`src/rtl/div_seq_pkg.sv`:
```
// Shared definitions for the sequential divider.
// Holds the div_op encodings, the FSM state encoding, the iteration count
// and small helpers that decode the operation.
package div_seq_pkg;

    // Operation encoding as presented on div_op
    typedef enum logic [1:0] {
        OP_DIV  = 2'b00,
        OP_DIVU = 2'b01,
        OP_REM  = 2'b10,
        OP_REMU = 2'b11
    } div_op_e;

    // Controller states
    typedef enum logic [1:0] {
        ST_IDLE = 2'b00,
        ST_CALC = 2'b01,
        ST_FIX  = 2'b10,
        ST_DONE = 2'b11
    } state_e;

    // One quotient bit per iteration, so one iteration per result bit
    localparam int unsigned DIV_ITERS = 32;
    localparam int unsigned CNT_W     = 5;

    // DIV and REM treat operands as two's complement
    function automatic logic is_signed_op(input div_op_e op);
        return (op == OP_DIV) || (op == OP_REM);
    endfunction

    // REM and REMU return the remainder, the others the quotient
    function automatic logic is_rem_op(input div_op_e op);
        return (op == OP_REM) || (op == OP_REMU);
    endfunction

endpackage

```
`src/rtl/div_seq_step.sv`:
```
// One combinational radix-2 restoring division step.
// Ports:
//   rem_shift_i - partial remainder already shifted left with the next
//                 dividend bit appended (WIDTH+1 bits)
//   divisor_i   - divisor magnitude
//   rem_o       - next partial remainder
//   q_bit_o     - quotient bit produced by this step
module div_step #(
    parameter int WIDTH = 32
) (
    input  logic [WIDTH:0]   rem_shift_i,
    input  logic [WIDTH-1:0] divisor_i,
    output logic [WIDTH-1:0] rem_o,
    output logic             q_bit_o
);

    logic [WIDTH:0] diff_s;

    // Trial subtraction; a clear sign bit means the divisor fits
    always_comb begin
        diff_s  = rem_shift_i - {1'b0, divisor_i};
        q_bit_o = ~diff_s[WIDTH];
        if (q_bit_o) begin
            rem_o = diff_s[WIDTH-1:0];
        end else begin
            rem_o = rem_shift_i[WIDTH-1:0];
        end
    end

endmodule

```
`src/rtl/div_seq.sv`:
```
// Sequential 32-bit integer divider (DIV, DIVU, REM, REMU).
// Ports:
//   clk, rst_n        - clock (rising edge) and async active-low reset
//   start             - request a new division (accepted only in IDLE)
//   div_op            - 00 DIV, 01 DIVU, 10 REM, 11 REMU
//   dividend, divisor - operands, sampled with start
//   flush             - abandon any operation, return to IDLE
//   busy              - high whenever the FSM is not in IDLE
//   done              - one-cycle pulse, result valid
//   result            - quotient or remainder, held until the next DONE
// Divide-by-zero and signed overflow complete in one cycle; the normal path
// takes one operand-preparation cycle, 32 iterations, a sign fix and DONE.
module div_seq
    import div_seq_pkg::*;
#(
    parameter int WIDTH = 32
) (
    input  logic             clk,
    input  logic             rst_n,
    input  logic             start,
    input  logic [1:0]       div_op,
    input  logic [WIDTH-1:0] dividend,
    input  logic [WIDTH-1:0] divisor,
    input  logic             flush,
    output logic             busy,
    output logic             done,
    output logic [WIDTH-1:0] result
);

    localparam logic [WIDTH-1:0] ZERO_W = {WIDTH{1'b0}};
    localparam logic [WIDTH-1:0] ONES_W = {WIDTH{1'b1}};
    localparam logic [WIDTH-1:0] ONE_W  = {{(WIDTH-1){1'b0}}, 1'b1};
    localparam logic [WIDTH-1:0] MIN_W  = {1'b1, {(WIDTH-1){1'b0}}};
    localparam logic [CNT_W-1:0] CNT_LAST = CNT_W'(DIV_ITERS - 1);
    localparam logic [CNT_W-1:0] CNT_ONE  = {{(CNT_W-1){1'b0}}, 1'b1};

    state_e           state_q, state_d;
    div_op_e          op_q, op_d;
    logic [WIDTH-1:0] quo_q, quo_d;      // dividend bits shift out, quotient bits shift in
    logic [WIDTH-1:0] dsr_q, dsr_d;
    logic [WIDTH-1:0] rem_q, rem_d;
    logic [CNT_W-1:0] cnt_q, cnt_d;
    logic             prep_q, prep_d;    // first CALC cycle: take operand magnitudes
    logic             neg_quo_q, neg_quo_d;
    logic             neg_rem_q, neg_rem_d;
    logic [WIDTH-1:0] result_q, result_d;
    logic             done_q, busy_q;

    div_op_e          op_s;
    logic             in_signed_s;
    logic [WIDTH-1:0] step_rem_s;
    logic             step_q_bit_s;

    assign op_s        = div_op_e'(div_op);
    assign in_signed_s = is_signed_op(op_s);

    div_step #(.WIDTH(WIDTH)) u_step (
        .rem_shift_i (rem_q[WIDTH-1:0] == rem_q ? {rem_q, quo_q[WIDTH-1]} : {rem_q, quo_q[WIDTH-1]}),
        .divisor_i   (dsr_q),
        .rem_o       (step_rem_s),
        .q_bit_o     (step_q_bit_s)
    );

    // Next-state and datapath update
    always_comb begin
        state_d   = state_q;
        op_d      = op_q;
        quo_d     = quo_q;
        dsr_d     = dsr_q;
        rem_d     = rem_q;
        cnt_d     = cnt_q;
        prep_d    = prep_q;
        neg_quo_d = neg_quo_q;
        neg_rem_d = neg_rem_q;
        result_d  = result_q;
        if (flush) begin
            state_d = ST_IDLE;
            prep_d  = 1'b0;
        end else begin
            case (state_q)
                ST_IDLE: begin
                    if (start) begin
                        op_d      = op_s;
                        quo_d     = dividend;
                        dsr_d     = divisor;
                        rem_d     = ZERO_W;
                        neg_quo_d = in_signed_s && (dividend[WIDTH-1] ^ divisor[WIDTH-1]);
                        neg_rem_d = in_signed_s && dividend[WIDTH-1];
                        if (divisor == ZERO_W) begin
                            result_d = is_rem_op(op_s) ? dividend : ONES_W;
                            state_d  = ST_DONE;
                        end else if (in_signed_s && (dividend == MIN_W) && (divisor == ONES_W)) begin
                            result_d = is_rem_op(op_s) ? ZERO_W : MIN_W;
                            state_d  = ST_DONE;
                        end else begin
                            cnt_d   = CNT_LAST;
                            prep_d  = 1'b1;
                            state_d = ST_CALC;
                        end
                    end else begin
                        state_d = ST_IDLE;
                    end
                end
                ST_CALC: begin
                    if (prep_q) begin
                        // Negation kept out of the start cycle so the capture path stays short
                        prep_d = 1'b0;
                        if (is_signed_op(op_q)) begin
                            quo_d = quo_q[WIDTH-1] ? (~quo_q + ONE_W) : quo_q;
                            dsr_d = dsr_q[WIDTH-1] ? (~dsr_q + ONE_W) : dsr_q;
                        end else begin
                            quo_d = quo_q;
                            dsr_d = dsr_q;
                        end
                    end else begin
                        quo_d = {quo_q[WIDTH-2:0], step_q_bit_s};
                        rem_d = step_rem_s;
                        cnt_d = cnt_q - CNT_ONE;
                        if (cnt_q == {CNT_W{1'b0}}) begin
                            state_d = ST_FIX;
                        end else begin
                            state_d = ST_CALC;
                        end
                    end
                end
                ST_FIX: begin
                    if (is_rem_op(op_q)) begin
                        result_d = neg_rem_q ? (~rem_q + ONE_W) : rem_q;
                    end else begin
                        result_d = neg_quo_q ? (~quo_q + ONE_W) : quo_q;
                    end
                    state_d = ST_DONE;
                end
                ST_DONE: begin
                    state_d = ST_IDLE;
                end
                default: begin
                    state_d = ST_IDLE;
                end
            endcase
        end
    end

    // State, datapath and registered outputs
    always_ff @(posedge clk or negedge rst_n) begin
        if (!rst_n) begin
            state_q   <= ST_IDLE;
            op_q      <= OP_DIV;
            quo_q     <= ZERO_W;
            dsr_q     <= ZERO_W;
            rem_q     <= ZERO_W;
            cnt_q     <= {CNT_W{1'b0}};
            prep_q    <= 1'b0;
            neg_quo_q <= 1'b0;
            neg_rem_q <= 1'b0;
            result_q  <= ZERO_W;
            done_q    <= 1'b0;
            busy_q    <= 1'b0;
        end else begin
            state_q   <= state_d;
            op_q      <= op_d;
            quo_q     <= quo_d;
            dsr_q     <= dsr_d;
            rem_q     <= rem_d;
            cnt_q     <= cnt_d;
            prep_q    <= prep_d;
            neg_quo_q <= neg_quo_d;
            neg_rem_q <= neg_rem_d;
            result_q  <= result_d;
            done_q    <= (state_d == ST_DONE);
            busy_q    <= (state_d != ST_IDLE);
        end
    end

    assign busy   = busy_q;
    assign done   = done_q;
    assign result = result_q;

endmodule

```
`config.mk`:
```
export PLATFORM = sky130hd
export DESIGN_NAME = div_seq
export DESIGN_NICKNAME = d
export VERILOG_FILES = /design/src/rtl/div_seq_pkg.sv /design/src/rtl/div_seq_step.sv /design/src/rtl/div_seq.sv
export SDC_FILE = /design/constraint.sdc
export NUM_CORES = 1
export LEC_CHECK = 0
export CAP_MARGIN = 15
export CORE_ASPECT_RATIO = 0.9
export CORE_MARGIN = 1
export CORE_UTILIZATION = 59
export CTS_CLUSTER_DIAMETER = 30
export DETAILED_ROUTE_END_ITERATION = 7
export HOLD_SLACK_MARGIN = 0.15
export PLACE_DENSITY = 0.89
export SYNTH_ARGS = -nofsm -noshare
export SYNTH_HDL_FRONTEND = slang
export SYNTH_SLANG_ARGS = --single-unit
```
`constraint.sdc`:
```
create_clock -name clk -period 3.92 [get_ports clk]
set_clock_uncertainty 0.1 [all_clocks]
set_input_delay 0.784 -clock clk [delete_from_list [all_inputs] [get_ports clk]]
set_output_delay 0.784 -clock clk [all_outputs]
set_load 0.01 [all_outputs]
```
==> results list <==
- The total overflow left after global routing is 0.
- EDFF count, synth: 0
* Critical path arrival: between 4 and 5 ns
- In this run the standard cell core region covers about 18000 um^2.
* Via-to-Cell Ratio: between 6 and 7
- DP Wirelength: roughly 27000 um
- In this run the clock root is driven by a sky130_fd_sc_hd__clkbuf_16.
- Most frequent cells after synthesis: sky130_fd_sc_hd__o21ai_0 (161), sky130_fd_sc_hd__nand2_1 (157), sky130_fd_sc_hd__dfrtp_1 (142)
* Number of nets still failing antenna checks after routing: 0
- Number of failing setup endpoints in the final timing report: 0
- Fill count: around 1400
* Number of buffers inserted during clock tree synthesis: 17
- Across the run, the number of max-cap violations was 0.
- Std-Cell Rows: between 40 and 50
- The total count of hold-check failures in the final report is 0.
- The post-route netlist has about 6.9% of its cells at a drive strength greater than 1.
- Final critical path time including I/O delays and setup: between 3 and 4 ns
- The final-report max-slew violation count came to 0.
- The first global-routing pass estimated 59800 um of wire.
* Crit path setup slack, layout: around 0.11 ns
- STA classifies the critical path startpoint as a flip-flop.
* Largest net degree at the start of global routing: 90
- Leakage dissipation: ~5.6 nW
- Area leader, netlist: sky130_fd_sc_hd__dfrtp_1
- The synthesized design devotes to its leading area cell type between 30 and 40% of total area.
- Synthesis produced a netlist whose cell count is between 1000 and 1500.
- In the post-synthesis netlist, the cell with the most instances is sky130_fd_sc_hd__o21ai_0.
- Clock tree from TritonCTS: done
- I/O pins: approximately 100
* Worst-skew pair later-pin latency: about 0.44 ns
- After detailed routing, the average wire length per cell comes to between 20 and 25 um.
- For this run, design rule violations remaining after detail routing come to 0.
- Worst-margin pin slew: between 1 and 1.5 ns
* All-layer global routing usage: between 30% and 40%
- The clock passes through at most 2 buffers.
- Port buffering added just over 100 buffers.
- For this run, the number of Yosys warnings is 0.
- Once the floorplan was initialized, standard cells occupied roughly three fifths of the core.
- Number of synthesized register bits: around 140
* Worst VDD drop: 0.231 mV
- The cell area that synthesis handed to floorplanning was ~11000 um^2.
* Initial DRC Count: approximately 1900
* R2R cell count: 11
* Vias in the first global route: roughly 11000
- The floorplan step set the die width to about 150 um.
- Post-synthesis sequential area ratio: roughly a third
- Clock-pin slew was measured on the worst setup and hold paths at approximately 0.060 ns.
- Share of synthesized flip-flops with an asynchronous set or reset: between 90% and 100%
* CP Data Required Time: around 4.2 ns
* Critical R2R Capture: result[31]
* Run status: finished clean
- Post-Synthesis Mean Instance Area: 7.78 um^2
- The synthesized netlist contains 73 unique library cells.
- Number of detailed-routing iterations run before antenna repair: 6
* Areal power density over the cells: 456 nW/um^2
- Cells fill between 70% and 80% of the core in the end.
* Kind of critical path: flip-flop to flip-flop
* H-tree level count: 4
* Total number of vias: about 12000
- Highest Clock Rate: approximately 260 MHz
- R2r startpoint: quo_q[2]
- Unrepaired setup endpoints after global routing: no
- Final total negative setup slack: 0 ns
- Most area-consuming cells after synthesis: sky130_fd_sc_hd__dfrtp_1 (32%), sky130_fd_sc_hd__o21ai_0 (7.3%), sky130_fd_sc_hd__nand2_1 (5.3%), sky130_fd_sc_hd__xor2_1 (4.2%), sky130_fd_sc_hd__ha_1 (4.2%)
* Die area: just under 20000 um^2
- Routability-driven placement finished with a final weighted congestion of 0.976.
- Final period util: 97.2%
* Maximum fanout count along the critical path: 8
- The number of antenna violations at the first check in global routing came to 0.
- Commonest register cell after synthesis: sky130_fd_sc_hd__dfrtp_1
* N_diodes: 0
- Nets: approximately 1600
- The worst setup path is captured at a flip-flop.
- Post-Synthesis Net Count: 1523
- Worst slew margin: around 33%
* Worst setup slack after placement: 0.161 ns
- Layout area overhead: 17.5%
* Total Wirelength: about 38000 um
* Vertical die dimension: approximately 130 um
- The tree built by TritonCTS fans out to between 100 and 150 sinks.
* Worst hold path class: primary input to async pin
- In this run the register-to-register setup slack is 0.11 ns.
## metal layers
| metal | track usage [%] | vias up | routed length (um) | share of wire [%] |
|---|---|---|---|---|
| li1 | - | 5392 | - | - |
| met1 | 54.6 | 5718 | 14700 | 39 |
| met2 | 56.8 | 941 | 15900 | 42 |
| met3 | 11.1 | 168 | 5030 | 13 |
| met4 | 18.2 | 0 | 1860 | 4.9 |
| met5 | 0 | - | 0 | 0 |
## area by class of cell
class                           count  area, um^2  share of cell area [%]
Clock buffer                       21         450                    3.48
Clock inverter                     10        92.6                   0.715
Inverter                           50         188                    1.45
Multi-Input combinational cell   1135        6980                    53.9
Sequential cell                   142        3550                    27.5
Tap cell                          245         307                    2.37
Timing Repair Buffer              145        1370                    10.6
## placed cells by master (no fill, tap or decap), types with 17 or more instances in the layout
| cell | instances |
|---|---|
| sky130_fd_sc_hd__nand2_1 | 157 |
| sky130_fd_sc_hd__clkbuf_16 | 17 |
| sky130_fd_sc_hd__and3_1 | 32 |
| sky130_fd_sc_hd__xor2_1 | 52 |
| sky130_fd_sc_hd__a221oi_1 | 39 |
| sky130_fd_sc_hd__nand4_1 | 22 |
| sky130_fd_sc_hd__nand3_1 | 84 |
| sky130_fd_sc_hd__xnor2_1 | 32 |
| sky130_fd_sc_hd__ha_1 | 37 |
| sky130_fd_sc_hd__or3_1 | 21 |
| sky130_fd_sc_hd__a21o_1 | 28 |
| sky130_fd_sc_hd__nor4_1 | 23 |
| sky130_fd_sc_hd__nor3_1 | 48 |
| sky130_fd_sc_hd__nor2_1 | 111 |
| sky130_fd_sc_hd__buf_4 | 40 |
| sky130_fd_sc_hd__clkdlybuf4s50_1 | 102 |
| sky130_fd_sc_hd__inv_1 | 49 |
| sky130_fd_sc_hd__o21ai_0 | 160 |
| sky130_fd_sc_hd__a31oi_1 | 18 |
| sky130_fd_sc_hd__dfrtp_1 | 142 |
| sky130_fd_sc_hd__a21oi_1 | 68 |
## where the power goes
part	switching, W	internal [W]
clock network	0.000666	0.000882
registers	0.000377	0.00175
logic	0.00132	0.000910
total	0.00237	0.00354
## registers in the layout (all words and copies together), names as in the netlist
register,flops
prep_q,1
neg_rem_q,1
dsr_q,32
op_q,2
busy,1
done,1
quo_q,32
rem_q,32
neg_quo_q,1
result,32
cnt_q,5
state_q,2
## logic make-up (layout without fill, tap and decap cells)
| logic type | count (synthesis) | in the layout | share of synthesized area, % |
|---|---|---|---|
| buf+inv | 138 | 226 | 4.73 |
| mux | 6 | 6 | 0.545 |
| compound gates | 433 | 433 | 25.1 |
| xor+xnor | 86 | 86 | 6.84 |
| flops | 142 | 142 | 32.3 |
| fa+ha+maj | 38 | 38 | 4.38 |
| simple gates | 572 | 572 | 26.1 |
## worst max-delay path by stage
stage                     start    endpoint  slack (ns)  cells after the start
floorplan             quo_q[31]   rem_q[19]        0.49                     14
global placement    divisor[20]  result[12]        0.23                     10
detailed placement  divisor[20]   result[1]        0.16                     10
CTS                   quo_q[31]    rem_q[0]        0.18                     14
global route          quo_q[31]    rem_q[0]        0.04                     14
finish                 quo_q[2]  result[31]        0.11                     11
## worst max-delay path, cell delays in order (launching register included)
cell and delay, ns:
sky130_fd_sc_hd__dfrtp_1 0.46, sky130_fd_sc_hd__or3_1 0.43, sky130_fd_sc_hd__nor4b_2 0.35, sky130_fd_sc_hd__nand4_1 0.25, sky130_fd_sc_hd__or3b_2 0.57, sky130_fd_sc_hd__or3_1 0.46
sky130_fd_sc_hd__nor2_1 0.19, sky130_fd_sc_hd__ha_1 0.25, sky130_fd_sc_hd__nand2_1 0.06, sky130_fd_sc_hd__o21ai_0 0.11, sky130_fd_sc_hd__a221o_1 0.37, sky130_fd_sc_hd__o21ai_0 0.13
## through the flow
stage          hold WS (ns)  instance area, um^2  total power, W  std cells
3_5_place_dp          0.365                12400         0.00426       1717
2_1_floorplan         0.365                11000         0.00343       1415
6_report              0.315                12900         0.00591       1748
4_1_cts               0.374                12900         0.00581       1748
5_1_grt               0.389                12900         0.00619       1748
3_3_place_gp          0.357                12400         0.00419       1717
## timing repair
item	in CTS	in global routing
resized for setup	0	2
hold buffers	0	0
endpoints found under the setup margin	0	26
buffers inserted	0	0
Note: power is estimated with default switching activity, not from simulation.
